$ cat src/rtl/strela_cg_pkg.sv
// rtl/strela_cg_pkg.sv - shared types and constants for the STRELA clock-gate controller
package strela_cg_pkg;

  typedef enum logic [1:0] {CG_RUN, CG_DRAIN, CG_OFF, CG_WAKE} cg_state_e;

  localparam int DEFAULT_IDLE = 16;

endpackage

$ cat src/rtl/strela_clock_gate.sv
// rtl/strela_clock_gate.sv - behavioural latch-based clock gate, replaced by a library ICG in synthesis
module strela_clock_gate (
  input  logic clk_i,
  input  logic test_en_i,
  input  logic en_i,
  output logic clk_o
);

  logic en_lat;

  // Transparent only while clk_i is low, so the enable cannot change inside a high phase.
  always_latch begin
    if (!clk_i) en_lat = en_i | test_en_i;
  end

  assign clk_o = clk_i & en_lat;

endmodule

$ cat src/rtl/strela_clock_gate_ctrl.sv
// rtl/strela_clock_gate_ctrl.sv - multi-channel idle-driven clock gating controller
// Optional gated-cycle statistics counters are built when STRELA_CG_STATS_EN is defined.
module strela_clock_gate_ctrl
  import strela_cg_pkg::*;
#(
  parameter int NUM_CH = 4,
  parameter int CNT_W  = 8,
  parameter int STAT_W = 32
) (
  input  logic                     clk_i,
  input  logic                     rst_i,
  input  logic                     test_en_i,
  input  logic [CNT_W-1:0]         idle_cycles_i,
  input  logic [NUM_CH-1:0]        force_on_i,
  input  logic [NUM_CH-1:0]        busy_i,
  input  logic [NUM_CH-1:0]        wake_req_i,
  output logic [NUM_CH-1:0]        wake_ack_o,
  output logic [NUM_CH-1:0]        gated_o,
  output logic [NUM_CH-1:0]        clk_o,
  output logic [NUM_CH*STAT_W-1:0] stat_o
);

  for (genvar g = 0; g < NUM_CH; g++) begin : g_ch
    cg_state_e        state_q;
    logic [CNT_W-1:0] cnt_q;
    logic             active;
    logic             en;

    assign active = busy_i[g] | force_on_i[g] | wake_req_i[g];

    // Activity always wins over an expiring counter; a zero threshold never leaves RUN.
    always_ff @(posedge clk_i) begin
      if (rst_i) begin
        state_q <= CG_RUN;
        cnt_q   <= idle_cycles_i;
      end else begin
        case (state_q)
          CG_RUN: begin
            if (active) begin
              cnt_q <= idle_cycles_i;
            end else begin
              if (cnt_q == CNT_W'(1) && idle_cycles_i != '0) state_q <= CG_DRAIN;
              if (cnt_q != '0) cnt_q <= cnt_q - CNT_W'(1);
            end
          end
          CG_DRAIN: begin
            if (active) begin
              state_q <= CG_RUN;
              cnt_q   <= idle_cycles_i;
            end else begin
              state_q <= CG_OFF;
            end
          end
          CG_OFF: begin
            if (active) state_q <= CG_WAKE;
          end
          CG_WAKE: begin
            state_q <= CG_RUN;
            cnt_q   <= idle_cycles_i;
          end
          default: begin
            state_q <= CG_RUN;
            cnt_q   <= idle_cycles_i;
          end
        endcase
      end
    end

    // Reset forces the clock on so gated domains see reset even when caught in OFF.
    assign en            = (state_q != CG_OFF) | rst_i;
    assign wake_ack_o[g] = (state_q == CG_RUN);
    assign gated_o[g]    = (state_q == CG_OFF);

    strela_clock_gate u_gate (
      .clk_i     (clk_i),
      .test_en_i (test_en_i),
      .en_i      (en),
      .clk_o     (clk_o[g])
    );

`ifdef STRELA_CG_STATS_EN
    logic [STAT_W-1:0] stat_q;

    always_ff @(posedge clk_i) begin
      if (rst_i) begin
        stat_q <= '0;
      end else if (state_q == CG_OFF && stat_q != '1) begin
        stat_q <= stat_q + STAT_W'(1);
      end
    end

    assign stat_o[g*STAT_W +: STAT_W] = stat_q;
`else
    assign stat_o[g*STAT_W +: STAT_W] = '0;
`endif
  end

endmodule
$ cat config.mk
export PLATFORM = sky130hd
export DESIGN_NAME = strela_clock_gate_ctrl
export DESIGN_NICKNAME = d
export VERILOG_FILES = /design/src/rtl/strela_cg_pkg.sv /design/src/rtl/strela_clock_gate.sv /design/src/rtl/strela_clock_gate_ctrl.sv
export SDC_FILE = /design/constraint.sdc
export NUM_CORES = 1
export LEC_CHECK = 0
export ABC_AREA = 1
export CAP_MARGIN = 20
export CORE_MARGIN = 5
export CORE_UTILIZATION = 39
export DETAILED_ROUTE_END_ITERATION = 6
export PLACE_DENSITY = 0.78
export SLEW_MARGIN = 30
export SYNTH_ARGS = -nofsm -noshare
export SYNTH_HDL_FRONTEND = slang
export SYNTH_SLANG_ARGS = --single-unit
$ cat constraint.sdc
create_clock -name clk_i -period 1.5 [get_ports clk_i]
set_clock_uncertainty 0.1 [all_clocks]
set_input_delay 0.3 -clock clk_i [delete_from_list [all_inputs] [get_ports clk_i]]
set_output_delay 0.3 -clock clk_i [all_outputs]
set_load 0.03 [all_outputs]
==> impl_metrics.json <==
{
  "critPathMaxStageDelay_ns": 0.41,
  "slew_violations": 0,
  "num_vias": 3258,
  "pwr_density_cell_nw_per_um2": 901,
  "synthMuxAreaShare_pct": 0,
  "antenna_found_initial": 0,
  "dr.pass1.iters": 4,
  "async_flop_share_pct": 0,
  "grt_pass1_vias": 2916,
  "tritoncts": "yes",
  "grt_setup_unrepaired": "yes",
  "core_um2": 9330,
  "path_class": "latch to output port",
  "crit_arrival_ns": 1.81,
  "areaGrowthSynthToFinish_pct": 28.1,
  "drive_gt1_share_pct": 30.6,
  "setup_ws_ns": -0.710,
  "grt_usage_pct": 13.9,
  "rr_startpoint": "g_ch[2].cnt_q[0]$_DFFE_PP_",
  "gp_congestion": 0.876,
  "nFillCells": 825,
  "die_area_um2": 11700,
  "synth_area_um2": 3760,
  "yosys.area_share.simple_pct": 23.0,
  "wl_mm": 9.39,
  "num_rows": 35,
  "detail_route.wl_per_cell_um": 12.3,
  "syn_inst": 510,
  "postSynthAreaPerCell_um2": 7.37,
  "path_clk_slew_ns": 0.10,
  "grt_max_degree": 15,
  "end_kind": "output port",
  "portBuffers": 34,
  "synth_edf_count": 32,
  "drc_errors": 0,
  "dpl.cell_count": 715,
  "ys_seq_elements": 44,
  "crit_end": "clk_o[0]",
  "r2r_slack_ns": -0.01,
  "start_util_pct": 40.3,
  "fp.dieH_um": 108,
  "synth_cell_types": 31,
  "timing.rr.end": "g_ch[2].cnt_q[2]$_DFFE_PP_",
  "antennaDiodeCount": 0,
  "finalNonFillerCells": 760,
  "cp_cell_sequence": "nand2_1 -> inv_1 -> buf_6",
  "setup_viol": 20,
  "finalInstanceArea_um2": 4810,
  "synth_top_family_by_area": "buffers and inverters",
  "synth-compound-area-share_pct": 5.46,
  "mostFrequentLayoutCells": "128 x conb_1, 91 x nand2_1, 72 x buf_4",
  "synth_fa_ha_area_share_pct": 4.00,
  "nets": 665,
  "die_w_um": 108,
  "dpl_cell_area_um2": 4140,
  "clock_latency_ns": 0.42,
  "ios": 163,
  "vias_per_cell": 4.29,
  "cp_slowest_cell": "dlxtn_2",
  "cp-start-kind": "latch",
  "power.leakage_nw": 2.44,
  "drtIter0Drc": 136,
  "crit_path_start": "g_ch[0].u_gate.en_lat$_DLATCH_N_",
  "ys.flop_type": "edfxtp_1",
  "grt_overflow_total": 0,
  "ir_worst_vdd_mv": 0.767,
  "synth-xor-area-share_pct": 2.10,
  "drtAntennaViolNets": 0,
  "grt_pass1_wl_mm": 12.8,
  "status": "finished with violations",
  "dp_hpwl_mm": 6.51,
  "cp.required_ns": 1.10,
  "ff2ff_path_depth": 8,
  "cap_violations": 0,
  "worstHoldPathType": "primary input to flop",
  "final_common_cell": "conb_1",
  "finalHoldViolCount": 0,
  "violations": "setup timing",
  "yosysWarnings": 0,
  "cp_max_fo": 1
}
==> cells in the mapped netlist, types with 4 or more instances <==
library cell | instances | area share, %
xor2_1 | 6 | 1.4
ha_1 | 12 | 4.0
a21oi_1 | 6 | 0.80
dlxtn_1 | 4 | 1.6
nand3_1 | 25 | 3.3
edfxtp_1 | 32 | 26
nand2_1 | 103 | 10
inv_1 | 65 | 6.5
nor2_1 | 55 | 5.5
o21ai_1 | 5 | 0.67
nand4_1 | 4 | 0.67
buf_4 | 132 | 26
o21ai_0 | 27 | 3.6
dfxtp_1 | 8 | 4.3
==> worst min path at each step <==
stage           from                          endpoint  slack, ns  cells past startpoint
3_3_place_gp    flop  g_ch[0].u_gate.en_lat$_DLATCH_N_       0.41                      1
5_1_grt        rst_i                              flop       0.40                      5
4_1_cts        rst_i                              flop       0.38                      5
2_1_floorplan   flop  g_ch[0].u_gate.en_lat$_DLATCH_N_       0.38                      1
6_report       rst_i                              flop       0.40                      5
3_5_place_dp    flop  g_ch[0].u_gate.en_lat$_DLATCH_N_       0.41                      1
==> layout make-up <==
| class | count | area (µm²) | area share (%) |
|---|---|---|---|
| Clock buffer | 13 | 170 | 3.54 |
| Clock inverter | 7 | 57.6 | 1.20 |
| Inverter | 63 | 244 | 5.07 |
| Multi-Input combinational cell | 391 | 1990 | 41.4 |
| Sequential cell | 44 | 1190 | 24.8 |
| Tap cell | 129 | 161 | 3.35 |
| Timing Repair Buffer | 113 | 991 | 20.6 |
==> through the flow <==
step / worst slack (ns) / hold slack (ns) / TNS, ns / utilization (%) / total power [mW]
floorplan: -0.230 / 0.383 / -0.921 / - / 2.88
global placement: -1.19 / 0.414 / -26.59 / 44.4 / 2.77
detailed placement: -1.18 / 0.412 / -28.35 / 44.4 / 2.79
CTS: -0.729 / 0.383 / -3.00 / 48.1 / 4.20
global route: -0.740 / 0.402 / -4.71 / 51.6 / 4.51
finish: -0.710 / 0.396 / -3.02 / 51.6 / 4.34
==> per-layer routing <==
metal	global-route usage [%]	routed length (µm)	vias to the layer above
li1	-	-	1571
met1	15.1	3310	1480
met2	24.0	4770	176
met3	4.36	950	31
met4	7.21	356	0
met5	0	0	-
==> repair_timing <==
action,4_1_cts,5_1_grt
hold buffers,0,0
setup buffers,14,21
endpoints found under the setup margin,50,69
resized for setup,65,78
pin swaps,9,26
endpoints found under the hold margin,0,0
cloned,0,0
==> state kept, by name, summed over array words and instances, names as in the netlist, named ones only <==
signal              flops
g_ch.cnt_q             32
g_ch.state_q            4
g_ch.u_gate.en_lat      4
==> critical path, delay by kind of cell, from the launching register on <==
kind                   cells  cell delay, ns
buffers and inverters      2            0.18
latches                    1            0.41
AND/OR/NAND/NOR            1            0.04
==> kinds of logic (layout without fill, tap and decap cells) <==
group,count (synthesis),in the layout
AND/OR/NAND/NOR,202,202
XOR/XNOR,9,9
AO/OA/AOI/OAI,40,40
latches,4,4
other,1,128
adder cells (fa/ha/maj),12,12
flip-flops,40,40
buffers and inverters,202,196
==> where the power goes <==
part           switching (mW)  leakage (nW)  internal [mW]
clock                   0.938         0.145          0.994
combinational           0.723          1.86          0.294
sequential             0.0550         0.440           1.33
total                    1.72          2.44           2.62
(Power assumes the default switching activity.)
